==> src/rtl/regfile_sequencer_if.sv <==
// Instruction handshake plus register-file / ALU strobe bundle between the
// sequencer (master) and the datapath/instruction source (slave).
interface regfile_sequencer_if;
    logic [9:0] INSTR;
    logic       INSTR_VALID;
    logic       INSTR_READY;
    logic       EXT_VALID;
    logic       ENW;
    logic [1:0] WRA;
    logic       ENR0;
    logic [1:0] RDA0;
    logic       ENR1;
    logic [1:0] RDA1;
    logic [1:0] BUS_SEL;
    logic       A_LD;
    logic       G_LD;
    logic [1:0] ALU_OP;
    logic       DONE;
    logic       ILLEGAL;

    modport master (
        input  INSTR, INSTR_VALID, EXT_VALID,
        output INSTR_READY, ENW, WRA, ENR0, RDA0, ENR1, RDA1,
               BUS_SEL, A_LD, G_LD, ALU_OP, DONE, ILLEGAL
    );

    modport slave (
        output INSTR, INSTR_VALID, EXT_VALID,
        input  INSTR_READY, ENW, WRA, ENR0, RDA0, ENR1, RDA1,
               BUS_SEL, A_LD, G_LD, ALU_OP, DONE, ILLEGAL
    );
endinterface

==> src/rtl/regfile_sequencer.sv <==
// Multi-cycle sequencer for a 4 x 10-bit register file: decodes one instruction
// per handshake and drives write/read/bus/ALU strobes as Moore outputs.
module regfile_sequencer (
    input  logic                       CLKb,
    input  logic                       RST,
    regfile_sequencer_if.master        bus
);
    typedef enum logic [2:0] {
        S_IDLE    = 3'd0,
        S_LD_WAIT = 3'd1,
        S_LD_WR   = 3'd2,
        S_MOV_WR  = 3'd3,
        S_ALU_RD  = 3'd4,
        S_ALU_EX  = 3'd5,
        S_ALU_WB  = 3'd6,
        S_DONE    = 3'd7
    } state_t;

    state_t     r_state;
    state_t     w_state_nxt;
    logic [9:0] r_ir;
    logic [9:0] w_ir_nxt;
    logic [2:0] w_op_diff;

    logic       w_ready, w_enw, w_enr0, w_enr1, w_ald, w_gld, w_done, w_illegal;
    logic [1:0] w_wra, w_rda0, w_rda1, w_bus_sel, w_alu_op;
    logic       r_ready, r_enw, r_enr0, r_enr1, r_ald, r_gld, r_done, r_illegal;
    logic [1:0] r_wra, r_rda0, r_rda1, r_bus_sel, r_alu_op;

    // State and instruction register; the outputs are registered from the
    // decode of the next state so they line up with the state they belong to.
    always_ff @(posedge CLKb) begin
        if (RST) begin
            r_state   <= S_IDLE;
            r_ir      <= 10'd0;
            r_ready   <= 1'b1;
            r_enw     <= 1'b0;
            r_wra     <= 2'd0;
            r_enr0    <= 1'b0;
            r_rda0    <= 2'd0;
            r_enr1    <= 1'b0;
            r_rda1    <= 2'd0;
            r_bus_sel <= 2'd0;
            r_ald     <= 1'b0;
            r_gld     <= 1'b0;
            r_alu_op  <= 2'd0;
            r_done    <= 1'b0;
            r_illegal <= 1'b0;
        end else begin
            r_state   <= w_state_nxt;
            r_ir      <= w_ir_nxt;
            r_ready   <= w_ready;
            r_enw     <= w_enw;
            r_wra     <= w_wra;
            r_enr0    <= w_enr0;
            r_rda0    <= w_rda0;
            r_enr1    <= w_enr1;
            r_rda1    <= w_rda1;
            r_bus_sel <= w_bus_sel;
            r_ald     <= w_ald;
            r_gld     <= w_gld;
            r_alu_op  <= w_alu_op;
            r_done    <= w_done;
            r_illegal <= w_illegal;
        end
    end

    // Next-state and instruction-latch logic.
    always_comb begin
        w_state_nxt = r_state;
        w_ir_nxt    = r_ir;
        case (r_state)
            S_IDLE: begin
                if (bus.INSTR_VALID) begin
                    w_ir_nxt = bus.INSTR;
                    case (bus.INSTR[9:7])
                        3'b000:                         w_state_nxt = S_LD_WAIT;
                        3'b001:                         w_state_nxt = S_MOV_WR;
                        3'b010, 3'b011, 3'b100, 3'b101: w_state_nxt = S_ALU_RD;
                        default:                        w_state_nxt = S_DONE;
                    endcase
                end else begin
                    w_state_nxt = S_IDLE;
                end
            end
            S_LD_WAIT: begin
                if (bus.EXT_VALID) begin
                    w_state_nxt = S_LD_WR;
                end else begin
                    w_state_nxt = S_LD_WAIT;
                end
            end
            S_LD_WR:  w_state_nxt = S_DONE;
            S_MOV_WR: w_state_nxt = S_DONE;
            S_ALU_RD: w_state_nxt = S_ALU_EX;
            S_ALU_EX: w_state_nxt = S_ALU_WB;
            S_ALU_WB: w_state_nxt = S_DONE;
            S_DONE:   w_state_nxt = S_IDLE;
            default:  w_state_nxt = S_IDLE;
        endcase
    end

    // Output decode for the upcoming state; ALU op codes are opcode minus 2.
    always_comb begin
        w_op_diff = w_ir_nxt[9:7] - 3'd2;
        w_ready   = 1'b0;
        w_enw     = 1'b0;
        w_wra     = 2'd0;
        w_enr0    = 1'b0;
        w_rda0    = 2'd0;
        w_enr1    = 1'b0;
        w_rda1    = 2'd0;
        w_bus_sel = 2'd0;
        w_ald     = 1'b0;
        w_gld     = 1'b0;
        w_alu_op  = 2'd0;
        w_done    = 1'b0;
        w_illegal = 1'b0;
        case (w_state_nxt)
            S_IDLE:    w_ready = 1'b1;
            S_LD_WAIT: w_ready = 1'b0;
            S_LD_WR: begin
                w_enw     = 1'b1;
                w_wra     = w_ir_nxt[6:5];
                w_bus_sel = 2'b01;
            end
            S_MOV_WR: begin
                w_enr0    = 1'b1;
                w_rda0    = w_ir_nxt[4:3];
                w_enw     = 1'b1;
                w_wra     = w_ir_nxt[6:5];
                w_bus_sel = 2'b11;
            end
            S_ALU_RD: begin
                w_enr0   = 1'b1;
                w_rda0   = w_ir_nxt[6:5];
                w_enr1   = 1'b1;
                w_rda1   = w_ir_nxt[4:3];
                w_ald    = 1'b1;
                w_alu_op = w_op_diff[1:0];
            end
            S_ALU_EX: begin
                w_enr1   = 1'b1;
                w_rda1   = w_ir_nxt[4:3];
                w_gld    = 1'b1;
                w_alu_op = w_op_diff[1:0];
            end
            S_ALU_WB: begin
                w_enw     = 1'b1;
                w_wra     = w_ir_nxt[6:5];
                w_bus_sel = 2'b10;
            end
            S_DONE: begin
                w_done    = 1'b1;
                w_illegal = (w_ir_nxt[9:8] == 2'b11);
            end
            default: w_ready = 1'b0;
        endcase
    end

    assign bus.INSTR_READY = r_ready;
    assign bus.ENW         = r_enw;
    assign bus.WRA         = r_wra;
    assign bus.ENR0        = r_enr0;
    assign bus.RDA0        = r_rda0;
    assign bus.ENR1        = r_enr1;
    assign bus.RDA1        = r_rda1;
    assign bus.BUS_SEL     = r_bus_sel;
    assign bus.A_LD        = r_ald;
    assign bus.G_LD        = r_gld;
    assign bus.ALU_OP      = r_alu_op;
    assign bus.DONE        = r_done;
    assign bus.ILLEGAL     = r_illegal;
endmodule

==> src/flat_wrapper.sv <==
// flat-port wrapper written by rule: the top's interface ports become plain ports
module regfile_sequencer_flat 
  (CLKb, RST, bus_INSTR, bus_INSTR_VALID, bus_EXT_VALID, bus_INSTR_READY, bus_ENW, bus_WRA, bus_ENR0, bus_RDA0, bus_ENR1, bus_RDA1, bus_BUS_SEL, bus_A_LD, bus_G_LD, bus_ALU_OP, bus_DONE, bus_ILLEGAL);
  regfile_sequencer_if bus_i ();
  input  logic CLKb;
  input  logic RST;
  input wire logic [$bits(bus_i.INSTR)-1:0] bus_INSTR;
  input wire logic [$bits(bus_i.INSTR_VALID)-1:0] bus_INSTR_VALID;
  input wire logic [$bits(bus_i.EXT_VALID)-1:0] bus_EXT_VALID;
  output wire logic [$bits(bus_i.INSTR_READY)-1:0] bus_INSTR_READY;
  output wire logic [$bits(bus_i.ENW)-1:0] bus_ENW;
  output wire logic [$bits(bus_i.WRA)-1:0] bus_WRA;
  output wire logic [$bits(bus_i.ENR0)-1:0] bus_ENR0;
  output wire logic [$bits(bus_i.RDA0)-1:0] bus_RDA0;
  output wire logic [$bits(bus_i.ENR1)-1:0] bus_ENR1;
  output wire logic [$bits(bus_i.RDA1)-1:0] bus_RDA1;
  output wire logic [$bits(bus_i.BUS_SEL)-1:0] bus_BUS_SEL;
  output wire logic [$bits(bus_i.A_LD)-1:0] bus_A_LD;
  output wire logic [$bits(bus_i.G_LD)-1:0] bus_G_LD;
  output wire logic [$bits(bus_i.ALU_OP)-1:0] bus_ALU_OP;
  output wire logic [$bits(bus_i.DONE)-1:0] bus_DONE;
  output wire logic [$bits(bus_i.ILLEGAL)-1:0] bus_ILLEGAL;
  assign bus_i.INSTR = bus_INSTR;
  assign bus_i.INSTR_VALID = bus_INSTR_VALID;
  assign bus_i.EXT_VALID = bus_EXT_VALID;
  assign bus_INSTR_READY = bus_i.INSTR_READY;
  assign bus_ENW = bus_i.ENW;
  assign bus_WRA = bus_i.WRA;
  assign bus_ENR0 = bus_i.ENR0;
  assign bus_RDA0 = bus_i.RDA0;
  assign bus_ENR1 = bus_i.ENR1;
  assign bus_RDA1 = bus_i.RDA1;
  assign bus_BUS_SEL = bus_i.BUS_SEL;
  assign bus_A_LD = bus_i.A_LD;
  assign bus_G_LD = bus_i.G_LD;
  assign bus_ALU_OP = bus_i.ALU_OP;
  assign bus_DONE = bus_i.DONE;
  assign bus_ILLEGAL = bus_i.ILLEGAL;
  regfile_sequencer u_core (.CLKb(CLKb), .RST(RST), .bus(bus_i));
endmodule
==> config.mk <==
export PLATFORM = sky130hd
export DESIGN_NAME = regfile_sequencer_flat
export DESIGN_NICKNAME = d
export VERILOG_FILES = /design/src/rtl/regfile_sequencer_if.sv /design/src/rtl/regfile_sequencer.sv /design/src/flat_wrapper.sv
export SDC_FILE = /design/constraint.sdc
export NUM_CORES = 1
export LEC_CHECK = 0
export ABC_AREA = 1
export ABC_CLOCK_PERIOD_IN_PS = 1100
export CAP_MARGIN = 15
export CORE_ASPECT_RATIO = 1.75
export CORE_MARGIN = 5
export CORE_UTILIZATION = 41
export DETAILED_ROUTE_END_ITERATION = 12
export PLACE_DENSITY = 0.74
export REMOVE_ABC_BUFFERS = 1
export SYNTH_ARGS = -nofsm -noshare
export SYNTH_HDL_FRONTEND = slang
export SYNTH_SLANG_ARGS = --single-unit
export TNS_END_PERCENT = 1
==> constraint.sdc <==
create_clock -name CLKb -period 1.1 [get_ports CLKb]
set_clock_uncertainty 0.05 [all_clocks]
set_input_delay 0.11 -clock CLKb [delete_from_list [all_inputs] [get_ports CLKb]]
set_output_delay 0.11 -clock CLKb [all_outputs]
set_load 0.02 [all_outputs]
# Yosys cells after proc, flatten, opt, wreduce, memory -nomap -nowiden
# Index checks and enable logic that the tools add are counted.
# Widths: inputs -> output; s select.
[totals] elab_cells=66 ff_bits=31 out_inout_bits=18
[op_classes] n_reduce_logical=12 bitwise_logic=3 mux=15 eq_ne=19 addsub=1
[op_table] op="$eq 3x3->1 const B" n=10
[op_table] op="$mux 10" n=2
[op_table] op="$eq 3x2->1 const B" n=6
[op_table] op="$pmux 3 s6" n=1
[op_table] op="$reduce_or 2->1" n=5
[op_table] op="$logic_not 3->1" n=3
[op_table] op="$pmux 3 s3" n=1
[op_table] op="$mux 1" n=7
[op_table] op="$eq 3x1->1 const B" n=2
[op_table] op="$pmux 2 s3" n=1
[op_table] op="$reduce_or 3->1" n=2
[op_table] op="$pmux 2 s2" n=1
[op_table] op="$reduce_or 4->1" n=1
[op_table] op="$mux 3" n=1
[op_table] op="$not 1->1" n=3
[op_table] op="$eq 2x2->1 const B" n=1
[op_table] op="$mux 2" n=1
[op_table] op="$reduce_and 2->1" n=1
[op_table] op="$sub 2x2->2 const B" n=1

# Depth between registers and ports, before layout
# Gate-level depths: netlist of the first run.
[logic_depth] word_depth=9 depth_mapped=9 mapped_depth_nobuf=9

# Worst setup path after synthesis of the first run
# Ideal clock, no wire load.
[synth_path] path_type="register to register" start="register u_core.r_state[0]" end="register u_core.r_wra[0], in the netlist u_core.bus.WRA[0]" setup_ps=121 path_stages_with_launch=9 t_arrival_ps=980 path_slack_ps=-52 required_ps=929 n_path_buf=0 synth_period_minus_slack_ps=1152 cell_sequence="dfxtp_1 -> nor2_1 -> nand2_1 -> nand2_1 -> nand2_2 -> inv_2 -> nand2_2 -> nand2_4 -> nor2_1"
[synth_via] elab_chain_cells=7 word_cells_on_any_way=17
[synth_rtl] element="start: declaration" line="regfile_sequencer.sv:19" text="state_t r_state;"
[synth_rtl] element="start signal: assignment" line="regfile_sequencer.sv:50" text="r_state <= w_state_nxt;"
[synth_rtl] element="$eq 3x2->1 or $eq 3x3->1 (tied branches)" line="regfile_sequencer.sv:72" text="case (r_state)"
[synth_rtl] element="$reduce_or 3->1 (no source line)"
[synth_rtl] element="$pmux 3 s6" line="regfile_sequencer.sv:72"
[synth_rtl] element="$eq 3x2->1 or $eq 3x3->1 (tied branches)" line="regfile_sequencer.sv:119" text="case (w_state_nxt)"
[synth_rtl] element="$reduce_or 3->1 (no source line)"
[synth_rtl] element="$not 1->1 (no source line)"
[synth_rtl] element="$reduce_or 2->1 (no source line)"
[synth_rtl] element="end signal: assignment" line="regfile_sequencer.sv:54" text="r_wra <= w_wra;"
[synth_rtl] element="end: declaration" line="regfile_sequencer.sv:28" text="logic [1:0] r_wra, r_rda0, r_rda1, r_bus_sel, r_alu_op;"
# Parallel ways exist; a longest one is shown, timed or not.
# A chain may end at the register's enable or synchronous reset.

# Final worst setup path of the first run
[layout_path] start="register u_core.r_state[2]" end="register u_core.r_bus_sel[1], in the netlist u_core.bus.BUS_SEL[1]"
[layout_via] elab_chain_cells=5 word_cells_on_any_way=14
[layout_rtl] element="$eq 3x2->1 or $eq 3x3->1 (tied branches)" line="regfile_sequencer.sv:72"
[layout_rtl] element="$reduce_or 3->1 (no source line)"
[layout_rtl] element="$pmux 3 s6 *" line="regfile_sequencer.sv:72"
[layout_rtl] element="$eq 3x3->1 or $eq 3x2->1 (tied branches)" line="regfile_sequencer.sv:119"
[layout_rtl] element="$pmux 2 s3 *" line="regfile_sequencer.sv:119"
[layout_rtl] element="end signal: assignment" line="regfile_sequencer.sv:59" text="r_bus_sel <= w_bus_sel;"
[layout_rtl] element="end: declaration" line="regfile_sequencer.sv:28"
# Every way passes the cells marked *; elsewhere a longest branch is shown, timed or not.

==> flow_metrics.tcl, run 1 <==
set metrics [dict create \
    outcome "complete, but fails checks" \
    violations "setup timing" \
    cts_tree "done" \
    cpMaxStageDelayCell "dfxtp_2" \
    path_cells "nor2_2 -> nand2_1 -> nand2_2 -> inv_2 -> buf_4 -> nor2_1 -> nor2_2" \
    gr-usage-all-layers_pct 12.67 \
    drt_iter0_drc 19 \
    antenna_found_initial 0 \
    cts_root_buffer "clkbuf_8" \
    yosys.area.top_type "dfxtp_1" \
    slew_headroom_pct 83.47 \
    area_growth_pct 49.88 \
    grt_pass1_vias 941 \
    start_util_pct 42.86 \
    dp.cells 198 \
    cp_common_cell "nor2_2" \
    synthCells 132 \
    wl_per_cell_um 11.63 \
    crit_family "simple AND/OR/NAND/NOR gates" \
    first_pass_iters 5 \
    arrival_ps 1440 \
    ys_seq_area_share_pct 51.85 \
    fp.dieArea_um2 3804 \
    placementRows 24 \
    ys_warn_count 0 \
    port_buffers 28 \
    filler_cell_count 220 \
    avgSynthCellArea_um2 8.190 \
    dieHeight_um 77.93 \
    hpwl_um 1862 \
    synth_top_area_share_pct 51.85 \
    drive_above_1_share_pct 32.22 \
    via_per_inst 4.626 \
    report.final.hold_viol_count 0 \
    endpoint_kind "flip-flop" \
    fin_crit_ps 1308 \
    worst_pin_slew_ps 245.4 \
    ios 32 \
    wl_um 2395 \
    ctsHtreeMaxLevel 1 \
    cp_max_fo 4 \
    vdd_ir_drop_max_mv 1.451 \
    clock_latency_ps 270 \
    worst_slack_ps -207.6 \
    grt_max_degree 17 \
    routabilityCongestion 0.8493 \
    slew_violations 0 \
    ant_nets 0 \
    syn_area_um2 1081 \
    synthTopCellsByArea "dfxtp_1 52%, nand2_1 9.7%, nor2_1 7.3%, inv_1 6.6%, nand2_4 5.2%" \
    max_freq_mhz 764.7 \
    finalNonFillerCells 206 \
    register_area_um2 564.3 \
    power.density_nw_per_um2 1969 \
    hold_path_class "input pin to flip-flop" \
    overflow 0 \
    finalSetupTns_ps -3365 \
    finalCritPeriodShare_pct 118.9 \
    clock_sinks 28 \
    cts_buffers 3 \
    drc 0 \
    path_clk_slew_ps 100 \
    max_stage_delay_ps 350 \
    setup_viol 24 \
    cellLeakagePower_nw 0.8042 \
    crit_path_start_kind "flip-flop" \
    die_w_um 48.82 \
    rsz0062_at_grt "true" \
    path_buf_inv 2 \
    cap_violations 0 \
    nets 195 \
    synth-seq-cells 28 \
    core_area_um2 2522 \
    critical_path_class "flip-flop to flip-flop" \
    ys_types 21 \
    grt_pass1_wl_um 3870 \
    multi_input_area_um2 471.7 \
    antenna_cells 0 \
    layout_commonest_cell "nand2_1" \
    mostFrequentLayoutCells "27 x nand2_1, 25 x dfxtp_1, 18 x inv_1, 18 x nor2_1, 17 x buf_4" \
    ctsLongestPathBuffers 2 \
    required_ps 1230 \
    num_vias 953 \
]
==> registers in the layout (all words and copies together), names as in the netlist <==
register,flops
u_core.bus.RDA0,2
u_core.bus.RDA1,2
u_core.bus.ALU_OP,2
u_core.bus.BUS_SEL,2
u_core.r_state,3
u_core.bus.DONE,1
u_core.bus.ENW,1
u_core.bus.ENR0,1
u_core.bus.G_LD,1
u_core.bus.A_LD,1
u_core.bus.WRA,2
u_core.bus.INSTR_READY,1
u_core.r_ir,7
u_core.bus.ILLEGAL,1
u_core.bus.ENR1,1
==> stage by stage <==
stage / total power [mW] / worst slack (ps) / util [%] / hold WS (ps) / instance area [µm²]
after global placement: 2.313 / -453.1 / 58.93 / 480.4 / 1486
final: 3.190 / -207.6 / 64.24 / 436.7 / 1620
after CTS: 3.095 / -197.1 / 61.51 / 451.7 / 1551
after detailed placement: 2.348 / -486.1 / 58.93 / 483.7 / 1486
after floorplan: 1.881 / -51.64 / - / 131.5 / 1076
after global routing: 3.358 / -300.3 / 64.24 / 472.8 / 1620
==> final timing paths <==
| kind | startpoint | endpoint | slack [ps] | depth (start not counted) |
|---|---|---|---|---|
| min | bus_INSTR[6] | u_core.r_ir[6] | 440 | 3 |
| max | u_core.r_state[2] | u_core.bus.BUS_SEL[1] | -210 | 7 |
| min reg2reg | u_core.r_ir[7] | u_core.r_ir[7] | 490 | 2 |
| max reg2reg | u_core.r_state[2] | u_core.bus.BUS_SEL[1] | -210 | 7 |
==> Yosys cell counts <==
cell,instances
a21oi_4,1
a21oi_1,1
nor2_8,1
nand2_4,5
inv_2,3
o21ai_0,4
nand2_1,28
dfxtp_1,28
nor3_1,1
nand4_1,2
nand3_2,1
nor2_1,21
inv_4,1
nor3_2,1
nand2_2,6
nor2_2,3
buf_2,1
nand3_1,3
o21ai_1,1
nor2_4,1
inv_1,19
==> cells by family (layout without fill, tap and decap cells) <==
kind of cell           after synthesis  in the layout  share of synthesized area (%)
AO/OA/AOI/OAI                        7              7                          4.282
AND/OR/NAND/NOR                     73             73                          35.18
flip-flops                          28             28                          51.85
buffers and inverters               24             72                          8.681
==> routing by layer <==
layer | vias to the layer above | share of wire, % | track usage (%)
li1 | 493 | - | -
met1 | 425 | 37 | 13.17
met2 | 29 | 56 | 23.56
met3 | 6 | 4.4 | 2.299
met4 | 0 | 2.0 | 6.199
met5 | - | 0 | 0
==> layout make-up <==
cell class / count / share of cell area (%)
sequential: 28 / 34.83
multi-input combinational: 80 / 29.11
timing repair buffer: 45 / 24.17
inverter: 23 / 5.483
clock buffer: 3 / 2.548
tap: 26 / 2.008
clock inverter: 1 / 1.853
==> what timing repair did <==
item,CTS,global route
resized for setup,27,28
hold buffers,0,0
endpoints found under the hold margin,0,0
buffers inserted,0,4
pin swaps,1,5
endpoints found under the setup margin,45,43
==> where the power goes <==
group	internal [mW]	switching [mW]	leakage, nW	total (mW)
clock network	0.487	0.315	0.0357	0.802
registers	1.17	0.0602	0.230	1.23
logic	0.481	0.677	0.538	1.16
total	2.14	1.05	0.804	3.19
==> worst reg2reg max path: stages, from the launching register on <==
cell	delay, ps
dfxtp_2	350
nor2_2	200
nand2_1	100
nand2_2	130
inv_2	70
buf_4	130
nor2_1	120
nor2_2	60
No activity file was read; power rests on OpenSTA's default activity.
==> inputs of run 2 (changes only) <==
ABC_CLOCK_PERIOD_IN_PS = 1550   (was 1100)
CORE_MARGIN = not set   (was 5)
CORE_UTILIZATION = 45   (was 41)
PLACE_DENSITY = 0.77   (was 0.74)
clock period = 1.55 ns   (was 1.1 ns; I/O delays follow)
==> flow_metrics.tcl, run 2 (same netlist as run 1, synthesis figures left out) <==
set metrics [dict create \
    outcome "finished clean" \
    required_ps 1340 \
    setup_viol 0 \
    slew_violations 0 \
    grt_max_degree 17 \
    port_buffers 28 \
    wl_um 2272 \
    power.density_nw_per_um2 1442 \
    hold_path_class "input pin to flip-flop" \
    path_buf_inv 1 \
    total_power_mw 2.201 \
    finalNonFillerCells 197 \
    dp.cells 193 \
    via_per_inst 4.695 \
    regMostFlops "u_core.r_ir" \
    ctsHtreeMaxLevel 1 \
    drt_iter0_drc 24 \
    finalCritPeriodShare_pct 91.11 \
    gr-usage-all-layers_pct 19.16 \
    grt_pass1_wl_um 3519 \
    report.final.hold_viol_count 0 \
    cts_tree "done" \
    nets 187 \
    antenna_cells 0 \
    placed_cell_area_um2 1455 \
    first_pass_iters 4 \
    max_stage_delay_ps 610 \
    ant_nets 0 \
    final_cell_area_um2 1526 \
    vdd_ir_drop_max_mv 0.9314 \
    fin_crit_ps 1412 \
    drc 0 \
    cpMaxStageDelayCell "clkdlybuf4s50_1" \
    path_cells "clkdlybuf4s50_1" \
    core_area_um2 2273 \
    critical_path_class "flip-flop to output port" \
    cp_max_fo 1 \
    crit_path_start_kind "flip-flop" \
    antenna_found_initial 0 \
    filler_cell_count 180 \
    path_clk_slew_ps 90 \
    start_util_pct 47.55 \
    ctsLongestPathBuffers 2 \
    fp.dieArea_um2 2610 \
    placementRows 23 \
    cts_setup_buffers 0 \
    cap_violations 0 \
    num_vias 925 \
    clock_sinks 28 \
    routabilityCongestion 0.7769 \
    grt_pass1_vias 947 \
    crit_family "buffers and inverters" \
    post_cts_resized 0 \
    rsz0062_at_grt "false" \
    dieHeight_um 66.84 \
    hold_buffers 0 \
    hpwl_um 1753 \
    clock_latency_ps 270 \
    area_growth_pct 41.20 \
    die_w_um 39.05 \
    slew_headroom_pct 78.87 \
    mostFrequentLayoutCells "28 x nand2_1, 28 x clkdlybuf4s50_1, 28 x dfxtp_1" \
    largest_register_ff_count 7 \
    wl_per_cell_um 11.53 \
    cts_root_buffer "clkbuf_8" \
    worst_pin_slew_ps 316.0 \
    overflow 0 \
    endpoint_kind "output port" \
    drive_above_1_share_pct 20.93 \
    cts_buffers 3 \
    cellLeakagePower_nw 0.7238 \
    arrival_ps 1210 \
    max_freq_mhz 708.1 \
    reg_top3 "u_core.r_ir x7, u_core.r_state x3" \
    ios 32 \
]
[run 2: changes by cell type in the layout (fill, tap and decap cells not counted), sizes merged]
cell,change
clkdlybuf4s15,-14
buf,-8
clkdlybuf4s50,+18
clkbuf,-3
dlygate4sd2,-1
[run 2: final cells by class]
class	instances	area (µm²)	area share [%]
Clock buffer	3	41.29	2.705
Clock inverter	1	30.03	1.967
Inverter	23	88.84	5.820
Multi-Input combinational cell	80	426.7	27.95
Sequential cell	28	560.5	36.72
Tap cell	25	31.28	2.049
Timing Repair Buffer	37	347.8	22.79
[run 2: stage by stage]
step	hold WS, ps	setup TNS, ps	setup slack, ps	utilization (%)
floorplan	176.5	0	398.4	-
global placement	460.5	-73.06	-36.63	64.01
detailed placement	500.6	-336.2	-103.0	64.01
CTS	532.6	0	124.1	67.14
global route	548.1	0	58.28	67.14
finish	515.9	0	137.7	67.14
[run 2: worst paths after layout]
check / startpoint / to / slack [ps] / depth (start not counted)
worst max-delay path: u_core.bus.BUS_SEL[1] / bus_BUS_SEL[1] / 140 / 1
worst min-delay path: bus_INSTR[4] / u_core.r_ir[4] / 520 / 5
worst max register to register: u_core.r_state[2] / u_core.bus.RDA0[1] / 190 / 6
worst min register to register: u_core.r_ir[4] / u_core.r_ir[4] / 540 / 4
[run 2: metal layers]
layer / GRT usage (%) / up-vias / routed length [µm]
met5: 0 / - / 0
met3: 2.000 / 5 / 67
met4: 9.052 / 0 / 42
met2: 38.54 / 19 / 1347
met1: 16.77 / 430 / 815
li1: - / 471 / -
[run 2: power by group]
group | switching, mW | leakage [nW] | internal, mW
Sequential | 0.0408 | 0.229 | 0.826
Combinational | 0.446 | 0.459 | 0.320
Clock | 0.222 | 0.0357 | 0.346
[run 2: worst min-delay path, stage by stage]
cell             delay, ps
clkdlybuf4s50_1        400
nand2_1                 80
nand2_1                 70
inv_1                   70
nor2_1                  40
==> inputs of run 3 (changes only) <==
--- a/config.mk
+++ b/config.mk
@@ -9,8 +9,7 @@
 export ABC_CLOCK_PERIOD_IN_PS = 1550
 export CAP_MARGIN = 15
-export CORE_ASPECT_RATIO = 1.75
-export CORE_UTILIZATION = 45
+export CORE_UTILIZATION = 49
 export DETAILED_ROUTE_END_ITERATION = 12
-export PLACE_DENSITY = 0.77
+export PLACE_DENSITY = 0.83
 export REMOVE_ABC_BUFFERS = 1
 export SYNTH_ARGS = -nofsm -noshare
--- a/constraint.sdc
+++ b/constraint.sdc
@@ -3,3 +3,3 @@
 set_input_delay 0.155 -clock CLKb [delete_from_list [all_inputs] [get_ports CLKb]]
 set_output_delay 0.155 -clock CLKb [all_outputs]
-set_load 0.02 [all_outputs]
+set_load 0.05 [all_outputs]
==> flow_metrics.tcl, run 3 (same netlist as run 1, synthesis figures left out) <==
set metrics [dict create \
    outcome "finished clean" \
    fp.dieArea_um2 2398 \
    endpoint_kind "flip-flop" \
    cpMaxStageDelayCell "dfxtp_1" \
    reg_top3 "u_core.r_ir x7, u_core.r_state x3" \
    cts_setup_buffers 0 \
    arrival_ps 1580 \
    wl_per_cell_um 10.60 \
    via_per_inst 4.421 \
    r2r_start "u_core.r_state[0]" \
    overflow 0 \
    crit_family "simple AND/OR/NAND/NOR gates" \
    crit_path_start_kind "flip-flop" \
    dieHeight_um 48.97 \
    routabilityCongestion 0.8153 \
    gr-usage-all-layers_pct 19.95 \
    cts_tree "done" \
    slew_headroom_pct 80.86 \
    cts_root_buffer "clkbuf_4" \
    required_ps 1700 \
    min_from "bus_INSTR[3]" \
    ctsHtreeMaxLevel 1 \
    cp.depth 6 \
    drt_iter0_drc 18 \
    worst_pin_slew_ps 284.1 \
    port_buffers 28 \
    core_area_um2 2022 \
    critical_path_class "flip-flop to flip-flop" \
    hold_ws_ps 458.1 \
    largest_register_ff_count 7 \
    antenna_cells 0 \
    ctsLongestPathBuffers 2 \
    grt_pass1_wl_um 3643 \
    nets 186 \
    fin_crit_ps 1422 \
    setup_viol 0 \
    dp.cells 194 \
    die_w_um 48.97 \
    path_clk_slew_ps 140 \
    start_util_pct 53.47 \
    wl_um 2089 \
    whs_path_depth 5 \
    path_buf_inv 0 \
    vdd_ir_drop_max_mv 0.8801 \
    r2r_end "u_core.bus.RDA0[1]" \
    cellLeakagePower_nw 0.7306 \
    clock_sinks 28 \
    max_freq_mhz 703.3 \
    holdPathEnd "u_core.r_ir[3]" \
    hold_buffers 0 \
    antenna_found_initial 0 \
    drive_above_1_share_pct 30.59 \
    max_stage_delay_ps 380 \
    hold_path_class "input pin to flip-flop" \
    cp_max_fo 8 \
    rrSetupSlack_ps 130 \
    clock_latency_ps 310 \
    post_cts_resized 0 \
    power.density_nw_per_um2 1418 \
    num_vias 871 \
    cts_buffers 3 \
    ios 32 \
    finalNonFillerCells 197 \
    grt_max_degree 15 \
    report.final.hold_viol_count 0 \
    cp_common_cell "nor2_1" \
    ant_nets 0 \
    grt_pass1_vias 852 \
    path_cells "nor2_1 -> nand2_2 -> o21ai_0 -> nor2_1 -> nand3_1 -> nand2_1" \
    drc 0 \
    fin_util_pct 70.61 \
    regMostFlops "u_core.r_ir" \
    mostFrequentLayoutCells "28 x nand2_1, 28 x dfxtp_1, 26 x buf_4" \
    rsz0062_at_grt "false" \
    finalCritPeriodShare_pct 91.74 \
    slew_violations 0 \
    hpwl_um 1620 \
    area_growth_pct 32.06 \
    cap_violations 0 \
    first_pass_iters 4 \
    r2r_cells 6 \
    placementRows 16 \
]
## run 3: layer usage
| layer | global-route usage [%] | up-vias | routed length, µm |
|---|---|---|---|
| li1 | - | 470 | - |
| met1 | 23.92 | 383 | 927 |
| met2 | 35.88 | 16 | 1101 |
| met3 | 1.869 | 2 | 40 |
| met4 | 8.824 | 0 | 19 |
| met5 | 0 | - | 0 |
## run 3: metrics by stage
stage / setup TNS, ps / instance area (µm²) / setup slack, ps / total power, mW
final: 0 / 1428 / 128.1 / 2.025
after global placement: -66.18 / 1405 / -34.66 / 1.743
after floorplan: 0 / 1076 / 398.4 / 1.491
after CTS: 0 / 1428 / 116.3 / 2.040
after global routing: 0 / 1428 / 38.74 / 2.146
after detailed placement: -592.1 / 1405 / -133.8 / 1.761
## run 3: worst register-to-register path: stages (launching register included)
cell     delay [ps]
dfxtp_1         380
nor2_1          200
nand2_2         150
o21ai_0         270
nor2_1           90
nand3_1         100
nand2_1          80
## run 3: how the worst max path moves through the flow
stage / slack (ps) / startpoint / end
6_report: 130 / u_core.r_state[0] / u_core.bus.RDA0[1]
2_1_floorplan: 400 / u_core.r_state[0] / u_core.bus.WRA[0]
3_5_place_dp: -130 / bus_INSTR_VALID / u_core.bus.RDA0[0]
3_3_place_gp: -30 / bus_INSTR_VALID / u_core.bus.RDA0[1]
5_1_grt: 40 / u_core.r_state[0] / u_core.bus.RDA0[1]
4_1_cts: 120 / u_core.r_state[0] / u_core.bus.RDA0[1]
## run 3: final cells by class
| type | count | area, µm² |
|---|---|---|
| Clock buffer | 3 | 22.52 |
| Fill cell | 169 | 594.3 |
| Inverter | 23 | 88.84 |
| Multi-Input combinational cell | 80 | 426.7 |
| Sequential cell | 28 | 560.5 |
| Tap cell | 27 | 33.78 |
| Timing Repair Buffer | 36 | 295.3 |
## run 3: report_power, final
part	total, mW	internal, mW	switching, mW
sequential	0.867	0.827	0.0404
clock	0.277	0.0909	0.186
combinational	0.881	0.289	0.592
total	2.02	1.21	0.818
